File: src/rtl/sd_img_pkg.sv
// Shared SD-card image layout: sector geometry, reader state encoding and the
// image base-sector helper used by both the save and playback controllers.
package sd_img_pkg;

  localparam int unsigned SEC_LENGTH     = 2000;
  localparam int unsigned INDEX_SEC_ADDR = 0;
  localparam int unsigned SEC_WORDS      = 256;
  localparam int unsigned FIFO_DEPTH     = 1024;

  typedef enum logic [2:0] {
    ST_IDLE      = 3'd0,
    ST_IDX_ISSUE = 3'd1,
    ST_IDX_WAIT  = 3'd2,
    ST_CALC      = 3'd3,
    ST_DAT_ISSUE = 3'd4,
    ST_DAT_WAIT  = 3'd5,
    ST_DONE      = 3'd6
  } rd_state_t;

  // Image k occupies sectors k*SEC_LENGTH+1 onwards; sector 0 is the index.
  function automatic logic [31:0] image_base(input logic [15:0] idx,
                                             input logic [31:0] sec_len = 32'(SEC_LENGTH));
    return {16'd0, idx} * sec_len + 32'd1;
  endfunction

endpackage

File: src/rtl/sd_busy_negedge.sv
// Two-flop resynchroniser for a card busy flag with falling-edge detect;
// the fall pulse appears two cycles after the busy input drops.
module sd_busy_negedge (
  input  logic clk,
  input  logic rst_n,
  input  logic i_busy,
  output logic o_fall
);

  logic r_d0;
  logic r_d1;

  always_ff @(posedge clk or negedge rst_n) begin
    if (!rst_n) begin
      r_d0 <= 1'b0;
      r_d1 <= 1'b0;
    end else begin
      r_d0 <= i_busy;
      r_d1 <= r_d0;
    end
  end

  assign o_fall = r_d1 & ~r_d0;

endmodule

File: src/rtl/sd_image_reader.sv
// Playback-side SD reader: fetches the saved-image count from the index sector,
// then streams one frame of SEC_LENGTH sectors into the image FIFO.
module sd_image_reader #(
  parameter int unsigned SEC_LENGTH     = sd_img_pkg::SEC_LENGTH,
  parameter int unsigned INDEX_SEC_ADDR = sd_img_pkg::INDEX_SEC_ADDR,
  parameter int unsigned SEC_WORDS      = sd_img_pkg::SEC_WORDS,
  parameter int unsigned FIFO_DEPTH     = sd_img_pkg::FIFO_DEPTH
) (
  input  logic        clk,
  input  logic        rst_n,
  input  logic        sd_init_done,
  input  logic        image_read_req,
  input  logic        use_latest,
  input  logic [15:0] image_sel,
  input  logic        wr_busy,
  input  logic        rd_busy,
  input  logic        rd_data_valid,
  input  logic [15:0] rd_data,
  output logic        rd_start_en,
  output logic [31:0] rd_sec_addr,
  input  logic [10:0] fifo_wr_level,
  input  logic        fifo_full,
  output logic        fifo_wr_en,
  output logic [15:0] fifo_wr_data,
  output logic [15:0] image_count,
  output logic        image_read_done,
  output logic        image_read_err,
  output logic        fifo_overflow,
  output logic [2:0]  o_state
);

  import sd_img_pkg::*;

  localparam logic [10:0] LVL_MAX  = 11'(FIFO_DEPTH - SEC_WORDS);
  localparam logic [15:0] LAST_SEC = 16'(SEC_LENGTH - 1);

  rd_state_t   r_state;
  rd_state_t   w_next_state;
  logic        w_card_free;
  logic        w_busy_fall;
  logic        w_issue;
  logic [31:0] w_issue_addr;
  logic        w_done;
  logic        w_err;
  logic [15:0] w_idx;
  logic        w_idx_bad;
  logic        w_dat_word;

  logic        r_rd_start_en;
  logic [31:0] r_rd_sec_addr;
  logic        r_fifo_wr_en;
  logic [15:0] r_fifo_wr_data;
  logic [15:0] r_image_count;
  logic        r_first_word;
  logic        r_done;
  logic        r_err;
  logic        r_overflow;
  logic [15:0] r_sec_cnt;
  logic [31:0] r_base;

  assign w_card_free = sd_init_done & ~rd_busy & ~wr_busy;
  assign w_idx       = use_latest ? (r_image_count - 16'd1) : image_sel;
  assign w_idx_bad   = (r_image_count == 16'd0) || (w_idx >= r_image_count);
  assign w_dat_word  = sd_init_done && (r_state == ST_DAT_WAIT) && rd_data_valid;

  sd_busy_negedge u_rd_busy_negedge (
    .clk    (clk),
    .rst_n  (rst_n),
    .i_busy (rd_busy),
    .o_fall (w_busy_fall)
  );

  // State register
  always_ff @(posedge clk or negedge rst_n) begin
    if (!rst_n) begin
      r_state <= ST_IDLE;
    end else begin
      r_state <= w_next_state;
    end
  end

  // Next-state decode plus the issue/pulse decisions that get registered below
  always_comb begin
    w_next_state = r_state;
    w_issue      = 1'b0;
    w_issue_addr = r_rd_sec_addr;
    w_done       = 1'b0;
    w_err        = 1'b0;
    if (!sd_init_done) begin
      w_next_state = ST_IDLE;
    end else begin
      case (r_state)
        ST_IDLE: begin
          if (image_read_req && w_card_free) begin
            w_next_state = ST_IDX_ISSUE;
          end else begin
            w_next_state = ST_IDLE;
          end
        end
        ST_IDX_ISSUE: begin
          w_issue      = 1'b1;
          w_issue_addr = 32'(INDEX_SEC_ADDR);
          w_next_state = ST_IDX_WAIT;
        end
        ST_IDX_WAIT: begin
          if (w_busy_fall) begin
            w_next_state = ST_CALC;
          end else begin
            w_next_state = ST_IDX_WAIT;
          end
        end
        ST_CALC: begin
          if (w_idx_bad) begin
            w_err        = 1'b1;
            w_next_state = ST_IDLE;
          end else begin
            w_next_state = ST_DAT_ISSUE;
          end
        end
        ST_DAT_ISSUE: begin
          // Only start a sector once the FIFO can absorb all of it
          if (w_card_free && (fifo_wr_level <= LVL_MAX)) begin
            w_issue      = 1'b1;
            w_issue_addr = r_base + {16'd0, r_sec_cnt};
            w_next_state = ST_DAT_WAIT;
          end else begin
            w_next_state = ST_DAT_ISSUE;
          end
        end
        ST_DAT_WAIT: begin
          if (w_busy_fall) begin
            if (r_sec_cnt == LAST_SEC) begin
              w_next_state = ST_DONE;
            end else begin
              w_next_state = ST_DAT_ISSUE;
            end
          end else begin
            w_next_state = ST_DAT_WAIT;
          end
        end
        ST_DONE: begin
          w_done       = 1'b1;
          w_next_state = ST_IDLE;
        end
        default: begin
          w_next_state = ST_IDLE;
        end
      endcase
    end
  end

  // Registered read-engine handshake and completion pulses
  always_ff @(posedge clk or negedge rst_n) begin
    if (!rst_n) begin
      r_rd_start_en <= 1'b0;
      r_rd_sec_addr <= 32'd0;
      r_done        <= 1'b0;
      r_err         <= 1'b0;
    end else begin
      r_rd_start_en <= w_issue;
      r_done        <= w_done;
      r_err         <= w_err;
      if (w_issue) begin
        r_rd_sec_addr <= w_issue_addr;
      end
    end
  end

  // FIFO write path; overflow is sticky until the next operation starts
  always_ff @(posedge clk or negedge rst_n) begin
    if (!rst_n) begin
      r_fifo_wr_en   <= 1'b0;
      r_fifo_wr_data <= 16'd0;
      r_overflow     <= 1'b0;
    end else begin
      r_fifo_wr_en <= w_dat_word;
      if (w_dat_word) begin
        r_fifo_wr_data <= rd_data;
      end
      if ((r_state == ST_IDLE) && (w_next_state == ST_IDX_ISSUE)) begin
        r_overflow <= 1'b0;
      end else if (w_dat_word && fifo_full) begin
        r_overflow <= 1'b1;
      end
    end
  end

  // Index capture, frame base and sector counter
  always_ff @(posedge clk or negedge rst_n) begin
    if (!rst_n) begin
      r_image_count <= 16'd0;
      r_first_word  <= 1'b0;
      r_base        <= 32'd0;
      r_sec_cnt     <= 16'd0;
    end else begin
      if (r_state == ST_IDX_ISSUE) begin
        r_first_word <= 1'b1;
      end else if (sd_init_done && (r_state == ST_IDX_WAIT) && rd_data_valid && r_first_word) begin
        r_image_count <= rd_data;
        r_first_word  <= 1'b0;
      end
      if (r_state == ST_CALC) begin
        r_base <= image_base(w_idx, 32'(SEC_LENGTH));
      end
      if (!sd_init_done || (r_state == ST_CALC)) begin
        r_sec_cnt <= 16'd0;
      end else if ((r_state == ST_DAT_WAIT) && w_busy_fall && (r_sec_cnt != LAST_SEC)) begin
        r_sec_cnt <= r_sec_cnt + 16'd1;
      end
    end
  end

  assign rd_start_en     = r_rd_start_en;
  assign rd_sec_addr     = r_rd_sec_addr;
  assign fifo_wr_en      = r_fifo_wr_en;
  assign fifo_wr_data    = r_fifo_wr_data;
  assign image_count     = r_image_count;
  assign image_read_done = r_done;
  assign image_read_err  = r_err;
  assign fifo_overflow   = r_overflow;
  assign o_state         = r_state;

endmodule

File: config.mk
export PLATFORM = sky130hd
export DESIGN_NAME = sd_image_reader
export DESIGN_NICKNAME = d
export VERILOG_FILES = /design/src/rtl/sd_img_pkg.sv /design/src/rtl/sd_busy_negedge.sv /design/src/rtl/sd_image_reader.sv
export SDC_FILE = /design/constraint.sdc
export NUM_CORES = 1
export LEC_CHECK = 0
export BUFFER_PORTS_ARGS = -buffer_cell sky130_fd_sc_hd__buf_2
export CORE_MARGIN = 5
export CORE_UTILIZATION = 60
export DETAILED_ROUTE_END_ITERATION = 10
export GPL_TIMING_DRIVEN = 1
export PLACE_DENSITY = 0.83
export SLEW_MARGIN = 10
export SYNTH_ARGS = -nofsm -noshare
export SYNTH_HDL_FRONTEND = slang
export SYNTH_SLANG_ARGS = --single-unit
File: constraint.sdc
create_clock -name clk -period 11.7 [get_ports clk]
set_clock_uncertainty 0.15 [all_clocks]
set_input_delay 1.755 -clock clk [delete_from_list [all_inputs] [get_ports clk]]
set_output_delay 1.755 -clock clk [all_outputs]
set_load 0.05 [all_outputs]
==> flow_summary.json <==
{
  "status": "complete, no violations",
  "hold_viol": 0,
  "async_flop_share_pct": 100,
  "antenna_found_initial": 0,
  "finalSetupTns_ns": 0,
  "ys_seq_area_share_pct": 31.6,
  "ys_types": 68,
  "fin_crit_sh_pct": 60.8,
  "period_needed_ns": 7.11,
  "layout.nets": 1237,
  "ys.warnings.count": 0,
  "ctsLongestPathBuffers": 2,
  "worst_pin_slew_ns": 1.17,
  "cp.arrival_ns": 7.18,
  "drive_gt1_share_pct": 16.7,
  "cp_num_buf_inv": 5,
  "crit_family": "adder cells",
  "rsz0062_at_grt": "false",
  "start_kind": "input port",
  "core_um2": 14400,
  "tritoncts": "built",
  "setup_viol": 0,
  "antenna_cells": 0,
  "leakagePower_nw": 5.00,
  "critical-path-max-stage-delay_ns": 0.57,
  "drt_iter0_markers": 424,
  "io_buffer_count": 119,
  "rows": 44,
  "synth.cell_area_um2": 8780,
  "ctsResizeCount": 0,
  "dp_hpwl_mm": 14.9,
  "rr_startpoint": "image_count[0]",
  "vias": 7041,
  "cp_num_cells": 19,
  "relSlewSlack_pct": 21.7,
  "fp.dieH_um": 131,
  "htree_num_levels": 3,
  "synth_top_area_share_pct": 31.6,
  "slowest_stage": "fa_1",
  "grt_pass1_vias": 7056,
  "dieArea_um2": 17200,
  "max_cap_viol_count": 0,
  "yosysTopAreaCell": "dfrtp_1",
  "r2r_end": "r_base[26]",
  "area_growth_pct": 11.0,
  "powerDensity_nw_per_um2": 332,
  "ioPinCount": 124,
  "cp-startpoint": "use_latest",
  "worstSetupPathType": "in -> reg",
  "crit_path_end": "r_base[25]",
  "crit_required_ns": 11.77,
  "grt_max_degree": 84,
  "fill_cells": 1203,
  "clkTransAtPathRegs_ns": 0.08,
  "crit_path_end_kind": "flop",
  "synthCells": 961,
  "reg2reg_depth": 21,
  "hold_path.class": "reg -> reg",
  "final_util_pct": 67.6,
  "grt-ovfl-total": 0,
  "totalWireLength_mm": 18.8,
  "die_w_um": 131,
  "start_util_pct": 60.9,
  "drv_slew": 0,
  "ant_nets": 0,
  "rrSetupSlack_ns": 5.55,
  "synth_edf_count": 0,
  "wl_per_cell_um": 15.0,
  "vdd_ir_drop_max_v": 0.000245,
  "grt_pass1_wl_mm": 32.3,
  "synth_ff_type": "dfrtp_1",
  "synthMostInstantiatedCell": "nand2_1",
  "routed_via_density": 5.64,
  "ctsHoldBuffers": 0,
  "numCtsBuffers": 9,
  "cts_sinks": 111,
  "ctsRootBufferMaster": "clkbuf_16",
  "crit_fanout": 35,
  "place_congestion": 0.882,
  "synth_area_per_cell_um2": 9.14,
  "clock.fmax_mhz": 141,
  "grt_usage_pct": 23.1,
  "synth_area_leaders": "dfrtp_1 32%, ha_1 11%, fa_1 10%",
  "synth-seq-cells": 111,
  "cts_setup_buffers": 0,
  "synthTopCellsByCount": "113 x nand2_1, 111 x dfrtp_1, 107 x inv_1, 83 x o21ai_0, 79 x ha_1",
  "firstDrtPassIters": 5,
  "drc_errors": 0,
  "path_cells": "buf_2 > nor2_1 > a21oi_1 > inv_1 > fa_1 > inv_1 > fa_1 > inv_1 > fa_1 > inv_1 > fa_1 > ha_1 > and3_1 > a221oi_1 > and2_1 > o21ai_0 > a211oi_1 > xor2_1 > o21ai_0",
  "holdPathStages": 0,
  "clkLatencyLatePin_ns": 0.35
}
==> registers in the layout (all words and copies together) (netlist names) <==
register                count
o_state                     3
image_read_err              1
image_count                16
r_first_word                1
rd_sec_addr                28
image_read_done             1
fifo_overflow               1
u_rd_busy_negedge.r_d1      1
u_rd_busy_negedge.r_d0      1
fifo_wr_en                  1
fifo_wr_data               16
r_base                     24
rd_start_en                 1
r_sec_cnt                  16
==> worst min path at each step <==
stage / to / from / slack (ns)
5_1_grt: u_rd_busy_negedge.r_d1 / u_rd_busy_negedge.r_d0 / 0.24
4_1_cts: u_rd_busy_negedge.r_d1 / u_rd_busy_negedge.r_d0 / 0.22
3_5_place_dp: u_rd_busy_negedge.r_d1 / u_rd_busy_negedge.r_d0 / 0.23
6_report: u_rd_busy_negedge.r_d1 / u_rd_busy_negedge.r_d0 / 0.23
2_1_floorplan: u_rd_busy_negedge.r_d1 / u_rd_busy_negedge.r_d0 / 0.20
3_3_place_gp: u_rd_busy_negedge.r_d1 / u_rd_busy_negedge.r_d0 / 0.21
==> stage by stage <==
| stage | total power [mW] | cells | setup slack, ns | area (µm²) | hold WS [ns] |
|---|---|---|---|---|---|
| 2_1_floorplan | 2.43 | 964 | 4.69 | 8790 | 0.204 |
| 3_3_place_gp | 2.83 | 1234 | 4.46 | 9480 | 0.207 |
| 3_5_place_dp | 2.94 | 1234 | 4.25 | 9480 | 0.226 |
| 4_1_cts | 3.25 | 1249 | 4.62 | 9750 | 0.224 |
| 5_1_grt | 3.64 | 1249 | 4.22 | 9750 | 0.237 |
| 6_report | 3.24 | 1249 | 4.59 | 9750 | 0.226 |
==> final cells by class <==
cell class | count | area, µm² | share of cell area (%)
clock buffer | 10 | 229 | 2.35
clock inverter | 5 | 42.5 | 0.436
inverter | 108 | 405 | 4.16
multi-input combinational | 709 | 5450 | 55.8
sequential | 111 | 2780 | 28.5
tap | 184 | 230 | 2.36
timing repair buffer | 122 | 621 | 6.36
==> cells by family (layout without fill, tap and decap cells) <==
family	Yosys count	after routing	share of synthesized area, %
and+or+nand+nor	271	271	15.1
AOI/OAI and AO/OA	207	207	14.3
buffers and inverters	144	245	6.61
adders and majority gates	125	125	21.6
DFF	111	111	31.6
xor gates and xnor gates	81	81	8.08
muxes	21	21	2.66
other	1	4	0.0427
==> per-layer routing <==
metal  GRT usage (%)  vias to the layer above  wire length, µm
met5               0                        -                0
met2            41.1                      180             9450
met4            5.87                        0              255
met1            29.2                     3382             8150
li1                -                     3455                -
met3            3.94                       24              901
==> power by group <==
| part | total (mW) | internal [mW] | switching [mW] |
|---|---|---|---|
| sequential | 0.441 | 0.409 | 0.0319 |
| clock | 0.290 | 0.147 | 0.143 |
| combinational | 2.50 | 1.05 | 1.46 |
| total | 3.24 | 1.60 | 1.63 |
==> layout by cell type, fill, tap and decap left out, types with 3 or more instances in the layout <==
cell,instances
nand4_1,12
nor2_1,58
o21bai_1,6
a21oi_2,4
xnor2_1,52
nor3_1,9
nand2_1,113
a31oi_1,12
nand2b_1,6
mux2_2,19
or3_1,6
a21o_1,17
buf_4,4
o21ai_0,82
ha_1,79
and3_1,15
fa_1,45
nor2b_1,5
dfrtp_1,111
a22o_1,3
buf_2,118
nand3_1,19
a221oi_1,5
inv_1,107
xor2_1,29
a21oi_1,48
nor4_1,4
conb_1,4
and3_2,3
clkbuf_16,9
o211ai_1,5
a211oi_1,5
nor3_2,3
Note: power is estimated with default switching activity, not from simulation.
